==> src/rtl/instr_fetch.sv <==
// rtl/instr_fetch.sv - instruction fetch stage: PC, single-outstanding IMEM handshake, instruction FIFO
module instr_fetch #(
  parameter int unsigned ADDR_WIDTH  = 32,
  parameter int unsigned INSTR_WIDTH = 16,
  parameter int unsigned FIFO_DEPTH  = 2
) (
  input  logic                   clk_i,
  input  logic                   arst_ni,
  input  logic [ADDR_WIDTH-1:0]  boot_addr_i,
  output logic                   imem_req_o,
  output logic [ADDR_WIDTH-1:0]  imem_addr_o,
  input  logic [INSTR_WIDTH-1:0] imem_rdata_i,
  input  logic                   imem_ack_i,
  input  logic                   redirect_i,
  input  logic [ADDR_WIDTH-1:0]  redirect_addr_i,
  output logic                   instr_valid_o,
  output logic [INSTR_WIDTH-1:0] instr_o,
  output logic [ADDR_WIDTH-1:0]  instr_pc_o,
  input  logic                   instr_ready_i
);

  localparam int unsigned PTR_W = (FIFO_DEPTH > 1) ? $clog2(FIFO_DEPTH) : 1;
  localparam int unsigned CNT_W = PTR_W + 1;
  localparam logic [CNT_W-1:0] FULL_CNT = CNT_W'(FIFO_DEPTH);
  localparam logic [ADDR_WIDTH-1:0] ALIGN_MASK = ~ADDR_WIDTH'(1);
  localparam logic [ADDR_WIDTH-1:0] PC_STEP = ADDR_WIDTH'(2);

  typedef enum logic [1:0] {
    S_BOOT  = 2'd0,
    S_REQ   = 2'd1,
    S_STALL = 2'd2
  } state_e;

  state_e                 state_q;
  // pc_q is the address presented on IMEM; it only moves once the current request is acked
  logic [ADDR_WIDTH-1:0]  pc_q;
  // redirect target parked here while the stale request drains
  logic [ADDR_WIDTH-1:0]  pend_pc_q;
  logic                   discard_q;
  logic                   req_q;

  logic [INSTR_WIDTH-1:0] mem_instr_q [FIFO_DEPTH];
  logic [ADDR_WIDTH-1:0]  mem_pc_q    [FIFO_DEPTH];
  logic [PTR_W-1:0]       wr_ptr_q;
  logic [PTR_W-1:0]       rd_ptr_q;
  logic [CNT_W-1:0]       count_q;
  logic [CNT_W-1:0]       count_d;

  logic                   fetch_active;
  logic                   flush;
  logic                   ack_hit;
  logic                   push;
  logic                   pop;
  logic                   fifo_nonempty;
  logic [ADDR_WIDTH-1:0]  redirect_target;

  assign fetch_active    = (state_q != S_BOOT);
  assign flush           = redirect_i & fetch_active;
  assign ack_hit         = req_q & imem_ack_i;
  assign push            = ack_hit & ~discard_q & ~redirect_i;
  assign fifo_nonempty   = (count_q != '0);
  assign pop             = fifo_nonempty & instr_ready_i & ~flush;
  assign redirect_target = redirect_addr_i & ALIGN_MASK;

  // occupancy after this edge; flush wins over push and pop
  always_comb begin
    count_d = count_q;
    if (flush) begin
      count_d = '0;
    end else begin
      count_d = count_q + CNT_W'(push) - CNT_W'(pop);
    end
  end

  // fetch FSM: owns the PC, the request flag and the discard flag for a redirected in-flight request
  always_ff @(posedge clk_i or negedge arst_ni) begin
    if (!arst_ni) begin
      state_q   <= S_BOOT;
      pc_q      <= '0;
      pend_pc_q <= '0;
      discard_q <= 1'b0;
      req_q     <= 1'b0;
    end else begin
      case (state_q)
        S_BOOT: begin
          state_q   <= S_REQ;
          req_q     <= 1'b1;
          pc_q      <= boot_addr_i & ALIGN_MASK;
          discard_q <= 1'b0;
        end
        S_REQ: begin
          if (redirect_i) begin
            state_q <= S_REQ;
            req_q   <= 1'b1;
            if (imem_ack_i) begin
              // request completes this edge, so the target can go out right away
              pc_q      <= redirect_target;
              discard_q <= 1'b0;
            end else begin
              // keep the old address stable until its ack arrives, then drop that ack
              pend_pc_q <= redirect_target;
              discard_q <= 1'b1;
            end
          end else if (imem_ack_i) begin
            if (discard_q) begin
              pc_q      <= pend_pc_q;
              discard_q <= 1'b0;
            end else begin
              pc_q <= pc_q + PC_STEP;
              if (count_d == FULL_CNT) begin
                state_q <= S_STALL;
                req_q   <= 1'b0;
              end
            end
          end
        end
        S_STALL: begin
          if (redirect_i) begin
            pc_q    <= redirect_target;
            state_q <= S_REQ;
            req_q   <= 1'b1;
          end else if (count_d != FULL_CNT) begin
            state_q <= S_REQ;
            req_q   <= 1'b1;
          end
        end
        default: begin
          state_q   <= S_BOOT;
          req_q     <= 1'b0;
          discard_q <= 1'b0;
        end
      endcase
    end
  end

  // FIFO pointers and occupancy
  always_ff @(posedge clk_i or negedge arst_ni) begin
    if (!arst_ni) begin
      wr_ptr_q <= '0;
      rd_ptr_q <= '0;
      count_q  <= '0;
    end else begin
      count_q <= count_d;
      if (flush) begin
        wr_ptr_q <= '0;
        rd_ptr_q <= '0;
      end else begin
        if (push) begin
          wr_ptr_q <= (wr_ptr_q == PTR_W'(FIFO_DEPTH - 1)) ? '0 : wr_ptr_q + PTR_W'(1);
        end
        if (pop) begin
          rd_ptr_q <= (rd_ptr_q == PTR_W'(FIFO_DEPTH - 1)) ? '0 : rd_ptr_q + PTR_W'(1);
        end
      end
    end
  end

  // FIFO storage; contents are only visible through the occupancy-qualified head
  always_ff @(posedge clk_i) begin
    if (push) begin
      mem_instr_q[wr_ptr_q] <= imem_rdata_i;
      mem_pc_q[wr_ptr_q]    <= pc_q;
    end
  end

  assign imem_req_o    = req_q;
  assign imem_addr_o   = pc_q;
  assign instr_valid_o = fifo_nonempty;
  assign instr_o       = fifo_nonempty ? mem_instr_q[rd_ptr_q] : '0;
  assign instr_pc_o    = fifo_nonempty ? mem_pc_q[rd_ptr_q] : '0;

endmodule
==> config.mk <==
export PLATFORM = sky130hd
export DESIGN_NAME = instr_fetch
export DESIGN_NICKNAME = d
export VERILOG_FILES = /design/src/rtl/instr_fetch.sv
export SDC_FILE = /design/constraint.sdc
export NUM_CORES = 1
export LEC_CHECK = 0
export ABC_AREA = 1
export BUFFER_PORTS_ARGS = -buffer_cell sky130_fd_sc_hd__buf_2
export CORE_ASPECT_RATIO = 0.7
export CORE_MARGIN = 1.5
export CORE_UTILIZATION = 45
export DETAILED_ROUTE_END_ITERATION = 7
export GPL_ROUTABILITY_DRIVEN = 1
export GPL_TIMING_DRIVEN = 0
export PLACE_DENSITY_LB_ADDON = 0.1
export SETUP_SLACK_MARGIN = 0.4
export SLEW_MARGIN = 20
export SYNTH_ARGS = -nofsm -noshare
export SYNTH_HDL_FRONTEND = slang
export SYNTH_SLANG_ARGS = --single-unit
==> constraint.sdc <==
create_clock -name clk_i -period 6 [get_ports clk_i]
set_clock_uncertainty 0.1 [all_clocks]
set_input_delay 0.9 -clock clk_i [delete_from_list [all_inputs] [get_ports clk_i]]
set_output_delay 0.9 -clock clk_i [all_outputs]
set_load 0.02 [all_outputs]
# Word level (Yosys, flattened, before mapping)

Memories as Yosys holds them, arrays and structs flattened.
Cells that the tools add are included.

Register bits after elaboration: 71
RAM bits: 96
Output and inout port bits: 82
Word-level logic and storage cells: 81
Memories: 2

Memory list:

| name        | words | width | rd ports | clocked after Yosys merged registers in | wr ports | line | text |
|---|---|---|---|---|---|---|---|
| mem_pc_q    | 2     | 32    | 1        | 0                                       | 1        | 43   | `logic [ADDR_WIDTH-1:0] mem_pc_q [FIFO_DEPTH];` |
| mem_instr_q | 2     | 16    | 1        | 0                                       | 1        | 42   | `logic [INSTR_WIDTH-1:0] mem_instr_q [FIFO_DEPTH];` |

$add $sub $neg: 5
Eq/ne operators: 10
Muxes and demuxes: 35
Bitwise gates (word level): 11
Reduce and logical (&&, ||, !) cells: 10

Operators by type and width:

| kind                                                            | count |
|---|---|
| 32-bit 2-to-1 mux                                               | 6 |
| 32-bit one-hot mux with 3 select lines                          | 1 |
| 32-bit by 2-bit adder with 32-bit output, second input constant | 1 |
| 1-bit 2-to-1 mux                                                | 17 |
| 16-bit 2-to-1 mux                                               | 1 |
| 2-bit 2-to-1 mux                                                | 7 |
| 3-bit != test, second input constant                            | 4 |
| 2-bit nonzero test                                              | 4 |
| 1-bit AND                                                       | 6 |
| 2-bit != test, second input constant                            | 3 |
| 2-bit one-hot mux with 3 select lines                           | 1 |
| 3-bit AND reduction                                             | 2 |
| 1-bit inverter                                                  | 5 |
| 2-bit == test, second input constant                            | 2 |
| 4-bit AND reduction                                             | 1 |
| 1-bit one-hot mux with 3 select lines                           | 1 |
| 3-bit nonzero test                                              | 1 |
| 1-bit adder, second input constant                              | 2 |
| 2-bit by 1-bit adder with 2-bit output                          | 1 |
| 2-bit by 1-bit == test with 1-bit output, second input constant | 1 |
| 2-bit zero test                                                 | 1 |
| 1-bit one-hot mux with 2 select lines                           | 1 |
| 2-bit AND reduction                                             | 1 |
| 2-bit by 1-bit subtractor with 2-bit output                     | 1 |

# Longest topological paths before layout

Gate-level depths: netlist of run 1.

Word-level depth: 12
Mapped depth: 16
Depth with buffers taken out: 16

# Worst setup path after synthesis of run 1

No wires, ideal clock.

Path type: in2reg
Start point: input redirect_i
End point: memory mem_instr_q[0][0] (enable)
Library setup time: 452 ps
Arrival time: 3168 ps
Data required time: 5448 ps
Setup slack: 2280 ps
Stages on the path: 3
Path through: inv_2 -> nand4_1 -> nor2_1

Cells in the longest elaborated chain, start to end: 4

Ends and longest elaborated chain:

| element                                | line | text |
|---|---|---|
| start: declaration                     | 14   | `input logic redirect_i,` |
| 1-bit inverter                         | 60   | `assign push = ack_hit & ~discard_q & ~redirect_i;` |
| 1-bit AND                              | 60   |  |
| 1-bit 2-to-1 mux                       | 160  | `if (push) begin` |
| 1-bit 2-to-1 mux (not written as such) | 161  | `mem_instr_q[wr_ptr_q] <= imem_rdata_i;` |
| end: declaration                       | 42   |  |

Every way passes these cells.

# Final worst setup path of run 1

Start point: register count_q[1]
End point: output instr_pc_o[23]

Cells in the longest elaborated chain, start to end: 2

Ends and longest elaborated chain:

| element                  | line | text |
|---|---|---|
| start: declaration       | 46   | `logic [CNT_W-1:0] count_q;` |
| start signal: assignment | 143  | `count_q <= count_d;` |
| 2-bit nonzero test       | 61   | `assign fifo_nonempty = (count_q != '0);` |
| 32-bit 2-to-1 mux        | 170  | `assign instr_pc_o = fifo_nonempty ? mem_pc_q[rd_ptr_q] : '0;` |
| end: declaration         | 18   | `output logic [ADDR_WIDTH-1:0] instr_pc_o,` |

Every way passes these cells.

==> results of run 1 <==
## power by group through the flow
| stage | clock, mW | combinational (mW) | sequential, mW |
|---|---|---|---|
| global route | 1.10 | 2.74 | 1.96 |
| global placement | 0 | 2.42 | 1.93 |
| detailed placement | 0 | 2.45 | 1.94 |
| floorplan | 0 | 1.52 | 1.94 |
| finish | 1.04 | 2.47 | 1.92 |
| CTS | 1.06 | 2.47 | 1.91 |
## Yosys cell counts (all sizes together)
library cell  number  share of area, %
nand2            279                13
nor2             119               6.2
edfxtp            94                35
a21oi             72               4.5
dfrtp             69                21
inv               63               2.9
o21ai             38               2.4
nand3             32               2.1
clkbuf            25               1.7
mux2              19               2.7
a221oi            18               2.0
buf               15               1.1
o211ai             8              0.75
ha                 7               1.1
nand4              7              0.54
xor2               4              0.44
nand3b             3              0.28
nor3               3              0.25
o22ai              3              0.23
a21o               2              0.19
o21bai             2              0.19
a22oi              1             0.093
a31oi              1             0.078
and2               1             0.078
clkinv             1             0.047
conb               1             0.047
o2111ai            1              0.11
o221ai             1              0.11
o311a              1              0.12
## state kept, by name, summed over array words and instances (netlist names)
signal	count
mem_instr_q	32
pend_pc_q	31
mem_pc_q	62
imem_addr_o	31
state_q	2
count_q	2
discard_q	1
rd_ptr_q	1
wr_ptr_q	1
## layer usage
metal / share of wire [%] / track usage, % / up-vias
met5: 0 / 0 / -
met2: 42 / 35.6 / 309
met3: 8.1 / 4.33 / 26
met1: 49 / 38.6 / 3213
li1: - / - / 3346
met4: 1.3 / 7.58 / 0
## kinds of logic (layout without fill, tap and decap cells)
kind of cell | Yosys count | count (layout) | synth area share (%)
AO/OA/AOI/OAI | 148 | 148 | 10.7
XOR/XNOR | 4 | 4 | 0.435
adder cells (fa/ha/maj) | 7 | 7 | 1.09
buffers and inverters | 104 | 301 | 5.79
flip-flops | 163 | 163 | 56.5
multiplexers | 19 | 19 | 2.66
other | 1 | 2 | 0.0466
AND/OR/NAND/NOR | 444 | 444 | 22.8
## stage by stage
stage	cell area, um2	total power [mW]	setup slack [ps]
2_1_floorplan	8050	3.46	2280
3_3_place_gp	9150	4.35	924
4_1_cts	9820	5.44	2590
3_5_place_dp	9270	4.39	3000
6_report	9820	5.43	2620
5_1_grt	9820	5.81	2460
## layout make-up
| class | instances | area (um2) | share of cell area, % |
|---|---|---|---|
| tap | 231 | 289 | 2.94 |
| clock buffer | 17 | 425 | 4.33 |
| timing repair buffer | 166 | 916 | 9.33 |
| multi-input combinational | 624 | 3050 | 31.1 |
| clock inverter | 14 | 125 | 1.27 |
| sequential | 163 | 4550 | 46.3 |
| inverter | 64 | 240 | 2.45 |
| buffer | 40 | 225 | 2.29 |
## worst paths after layout
check                      cells past startpoint                startpoint  slack [ps]                           to
max                                            5      count_q[1]$_DFF_PN0_        2620               instr_pc_o[23]
min                                            1                   arst_ni         270    pend_pc_q[26]$_DFFE_PN0P_
max reg2reg                                    9    state_q[0]$_DFFE_PN0P_        3390  imem_addr_o[31]$_DFFE_PN0P_
min reg2reg                                    2  pend_pc_q[7]$_DFFE_PN0P_         400     pend_pc_q[7]$_DFFE_PN0P_
max in group asynchronous                      2                   arst_ni        4960  imem_addr_o[31]$_DFFE_PN0P_
min in group clk_i                             2  pend_pc_q[7]$_DFFE_PN0P_         400     pend_pc_q[7]$_DFFE_PN0P_
==> impl_metrics.csv, run 1 <==
group,metric,value,unit
sta,rsz0062_at_grt,"no",
grt,grt_max_degree,47,
sta,final-setup-viol-count,0,
cells_and_area,fin_util,56.7,%
cts,path_clk_slew,60,ps
drt,wl_per_cell,17.1,um
critical_path,cp_common_cell,"clkbuf_1",
grt,grt_pass1_vias,6197,
sta,finalSetupTns,0,ps
critical_path,critPathSlowestCell,"clkbuf_1",
critical_path,cp_max_fo,10,
cts,tritoncts,"built",
power_and_ir_drop,pwr-share-comb,45.4,%
cells_and_area,nNetsFinal,1168,
sta,hold_ws,272,ps
floorplan,core,0.0173,mm2
power_and_ir_drop,powerDensity,553,mW/mm2
power_and_ir_drop,switchingPower,2.49,mW
sta,max_freq,296,MHz
cts,post_cts_buffers,0,
placed_design,io_buffers,162,
cells_and_area,finalNonFillerCells,1319,
cts,numCtsBuffers,17,
grt,grt_usage,25.0,%
cells_and_area,final_common_cell,"nand2_1",
critical_path,cp_num_buf_inv,3,
synthesis,yosysWarnings,0,
drt,final_antenna_net_count,0,
critical_path,crit_family,"buffers and inverters",
sta,min_period_over_period,56.4,%
critical_path,crit_type,"flip-flop to output port",
cts,ctsLongestPathBuffers,2,
drt,firstDrtPassIters,5,
placed_design,dp_hpwl,16600,um
cells_and_area,fillers,1608,
placed_design,place_congestion,0.882,
floorplan,pin_count,167,
drt,num_vias,6894,
cts,htreeDepth,4,
flow_run,drv_cap,0,
critical_path,crit_chain,"nor2_1 > clkbuf_1 > clkbuf_1 > a21oi_1 > buf_2",
sta,maxSlewViolCount,0,
min_path,min_path_type,"input pin to asynchronous set/reset pin",
power_and_ir_drop,seqPwrFrac,35.4,%
synthesis,ys_ff_latch,163,
placed_design,post-place-cells,1288,
synthesis,synth-seq-area-share,56.5,%
floorplan,rows,40,
power_and_ir_drop,leakage,4.31,nW
cts,postCtsHoldBufs,0,
drt,drc_errors,0,
drt,totalWireLength,22600,um
synthesis,synthCells,890,
cells_and_area,antenna_cells,0,
floorplan,chipHeight,115,um
floorplan,initial_core_util,46.5,%
cts,cts_resized,0,
power_and_ir_drop,p_clk_share,19.2,%
floorplan,die_area,0.0187,mm2
power_and_ir_drop,vdd_drop_max,278,uV
cells_and_area,final_cell_mix,"272 x nand2_1, 168 x buf_2, 104 x nor2_1",
cells_and_area,drive_gt1_share,23.5,%
sta,max_slew_margin,50.6,%
grt,grt_remaining_overflow,0,
outcome,status,"completed",
critical_path,max_stage_delay,460,ps
cts,cts_root_buf,"clkbuf_16",
sta,tightestPinTransition,739,ps
sta,hold_viol_final,0,
drt,routed_via_density,5.23,
power_and_ir_drop,p_int,2.94,mW
sta,finalCriticalPeriod,3380,ps
floorplan,die_x,163,um
critical_path,start_kind,"flip-flop",
grt,grt_pass1_wl,34600,um
synthesis,synthDistinctLibCells,41,
synthesis,synth.avg_cell_area,9.04,um2
critical_path,crit_path_end_kind,"output port",
synthesis,netlist_area,0.00805,mm2
critical_path,crit_required,5000,ps
cts,clock_latency,430,ps
power_and_ir_drop,switching_share,45.9,%
cts,cts.sinks,163,
critical_path,worst_ep_arrival_time,2380,ps
cells_and_area,area_growth,22.1,%
grt,antenna_found_initial,0,
drt,first_iter_violations,706,
Power figures use the tool's default switching activity.
==> run 2: changes to the inputs <==
==> constraint.sdc (replaced) <==
create_clock -name clk_i -period 3.5 [get_ports clk_i]
set_clock_uncertainty 0.1 [all_clocks]
set_input_delay 0.525 -clock clk_i [delete_from_list [all_inputs] [get_ports clk_i]]
set_output_delay 0.525 -clock clk_i [all_outputs]
set_load 0.02 [all_outputs]
==> run 2 against run 1 <==
Effect of this change: via count shrank 0.42%; power grew 71%; sequential cell count unchanged; sequential share of layout area fell by 0.059 points; combinational power grew 71%; cell area rose by 0.13%; die area unchanged; sequential power increased by 72%.
==> impl_metrics.csv, run 2 (same netlist as run 1, synthesis figures left out) <==
group,metric,value,unit
drt,first_iter_violations,618,
drt,final_antenna_net_count,0,
cells_and_area,fin_area,0.00983,mm2
critical_path,crit_required,2870,ps
drt,firstDrtPassIters,5,
placed_design,place_ws,872,ps
critical_path,crit_type,"flip-flop to output port",
grt,grt_remaining_overflow,0,
sta,max_slew_margin,49.2,%
critical_path,start_kind,"flip-flop",
grt,met3_usage,4.33,%
cells_and_area,drive_gt1_share,23.7,%
floorplan,die_area,0.0187,mm2
sta,hold_viol_final,0,
sta,maxSlewViolCount,0,
placed_design,place_area,0.00927,mm2
critical_path,crit_path_end_kind,"output port",
cts,htreeDepth,4,
placed_design,io_buffers,162,
critical_path,reg2reg_from,"state_q[0]$_DFFE_PN0P_",
flow_run,drv_cap,0,
critical_path,r2r-end,"imem_addr_o[31]$_DFFE_PN0P_",
cts,cts.sinks,163,
power_and_ir_drop,seqPwrFrac,35.4,%
floorplan,die_x,163,um
drt,totalWireLength,22600,um
floorplan,rows,40,
floorplan,initial_core_util,46.5,%
cells_and_area,finalNonFillerCells,1320,
sta,finalSetupTns,0,ps
cts,tritoncts,"built",
cells_and_area,final_common_cell,"nand2_1",
power_and_ir_drop,switchingPower,4.27,mW
cts,cts_root_buf,"clkbuf_16",
power_and_ir_drop,switching_share,45.9,%
sta,max_freq,341,MHz
grt,grt_max_degree,47,
cts,ctsLongestPathBuffers,2,
cells_and_area,largest_reg_flops,62,
cells_and_area,antenna_cells,0,
floorplan,chipHeight,115,um
cells_and_area,fillers,1608,
critical_path,r2r_slack,860,ps
sta,final-setup-viol-count,0,
power_and_ir_drop,p_clk_share,19.2,%
power_and_ir_drop,p_int,5.04,mW
cts,clock_latency,430,ps
min_path,min_to,"mem_instr_q[0][9]$_DFFE_PP_",
placed_design,dp_hpwl,16600,um
grt,grt_pass1_wl,34600,um
min_path,hold_start,"imem_rdata_i[9]",
grt,grt_usage,25.0,%
drt,wl_per_cell,17.1,um
grt,grt.busiest_layer,"met1",
power_and_ir_drop,powerDensity,948,mW/mm2
sta,fin_ws,566,ps
cells_and_area,reg_top3,"mem_pc_q x62, mem_instr_q x32",
floorplan,pin_count,167,
grt,antenna_found_initial,0,
placed_design,place_congestion,0.882,
sta,min_period_over_period,83.8,%
power_and_ir_drop,leakage,4.32,nW
drt,routed_via_density,5.20,
grt,met2_usage,35.6,%
outcome,status,"completed",
drt,num_vias,6865,
cells_and_area,area_growth,22.2,%
grt,use_met1,38.6,%
cells_and_area,top_register,"mem_pc_q",
cells_and_area,final_cell_mix,"272 x nand2_1, 168 x buf_2, 104 x nor2_1",
floorplan,core,0.0173,mm2
drt,drc_errors,0,
sta,tightestPinTransition,761,ps
power_and_ir_drop,vdd_drop_max,467,uV
cts,path_clk_slew,60,ps
grt,grt_pass1_vias,6197,
cells_and_area,ff_latch_area,0.00455,mm2
placed_design,post-place-cells,1288,
min_path,min_path_type,"input pin to flip-flop",
critical_path,cp_max_fo,10,
cells_and_area,multi_input_area,0.00305,mm2
cells_and_area,nNetsFinal,1169,
sta,rsz0062_at_grt,"no",
critical_path,reg2regPathDepth,9,
sta,finalCriticalPeriod,2930,ps
cts,numCtsBuffers,17,
critical_path,worst_ep_arrival_time,2310,ps
power_and_ir_drop,pwr-share-comb,45.4,%
min_path,whs_path_depth,1,
[run 2: worst max path at each step]
stage,cells past startpoint,start,endpoint,slack (ps)
4_1_cts,5,count_q[1]$_DFF_PN0_,instr_pc_o[23],470
3_5_place_dp,14,redirect_i,state_q[0]$_DFFE_PN0P_,870
5_1_grt,5,count_q[1]$_DFF_PN0_,instr_pc_o[10],410
3_3_place_gp,4,redirect_i,mem_pc_q[1][24]$_DFFE_PP_,-1200
6_report,5,count_q[1]$_DFF_PN0_,instr_pc_o[16],570
2_1_floorplan,3,redirect_i,mem_instr_q[0][0]$_DFFE_PP_,160
[run 2: critical path, cell delays in order (launching register included)]
cell and delay (ps):
dfrtp_1 400, nor2_1 320, clkbuf_1 430, clkbuf_1 430
a21oi_1 110, buf_2 190
[run 2: per-layer routing]
| layer | share of wire, % | wire length (um) | up-vias |
|---|---|---|---|
| li1 | - | - | 3349 |
| met1 | 49 | 11000 | 3184 |
| met2 | 42 | 9500 | 302 |
| met3 | 7.7 | 1740 | 30 |
| met4 | 1.5 | 331 | 0 |
| met5 | 0 | 0 | - |
[run 2: through the flow]
| stage | hold slack [ps] | total power [mW] | utilization, % |
|---|---|---|---|
| 2_1_floorplan | 129 | 5.93 | - |
| 3_3_place_gp | 374 | 7.45 | 52.8 |
| 3_5_place_dp | 356 | 7.53 | 53.5 |
| 4_1_cts | 169 | 9.32 | 56.8 |
| 5_1_grt | 169 | 9.96 | 56.8 |
| 6_report | 182 | 9.32 | 56.8 |
[run 2: timing repair]
action | 4_1_cts | 5_1_grt
setup endpoints to repair | 0 | 12
hold buffers | 1 | 0
gates resized for setup | 0 | 4
setup buffers | 0 | 0
hold endpoints to repair | 23 | 0
[run 2: final cells by class]
cell class,count,share of cell area [%]
Sequential cell,163,46.3
Multi-Input combinational cell,624,31.0
Timing Repair Buffer,167,9.42
Clock buffer,17,4.33
Tap cell,231,2.94
Inverter,64,2.44
Buffer,40,2.32
Clock inverter,14,1.27
[run 2: power groups by stage]
stage / Combinational (mW) / Clock (mW) / Sequential, mW
after floorplan: 2.61 / 0 / 3.32
after global placement: 4.14 / 0 / 3.31
after detailed placement: 4.21 / 0 / 3.32
after CTS: 4.23 / 1.81 / 3.28
after global routing: 4.70 / 1.89 / 3.37
final: 4.23 / 1.79 / 3.30
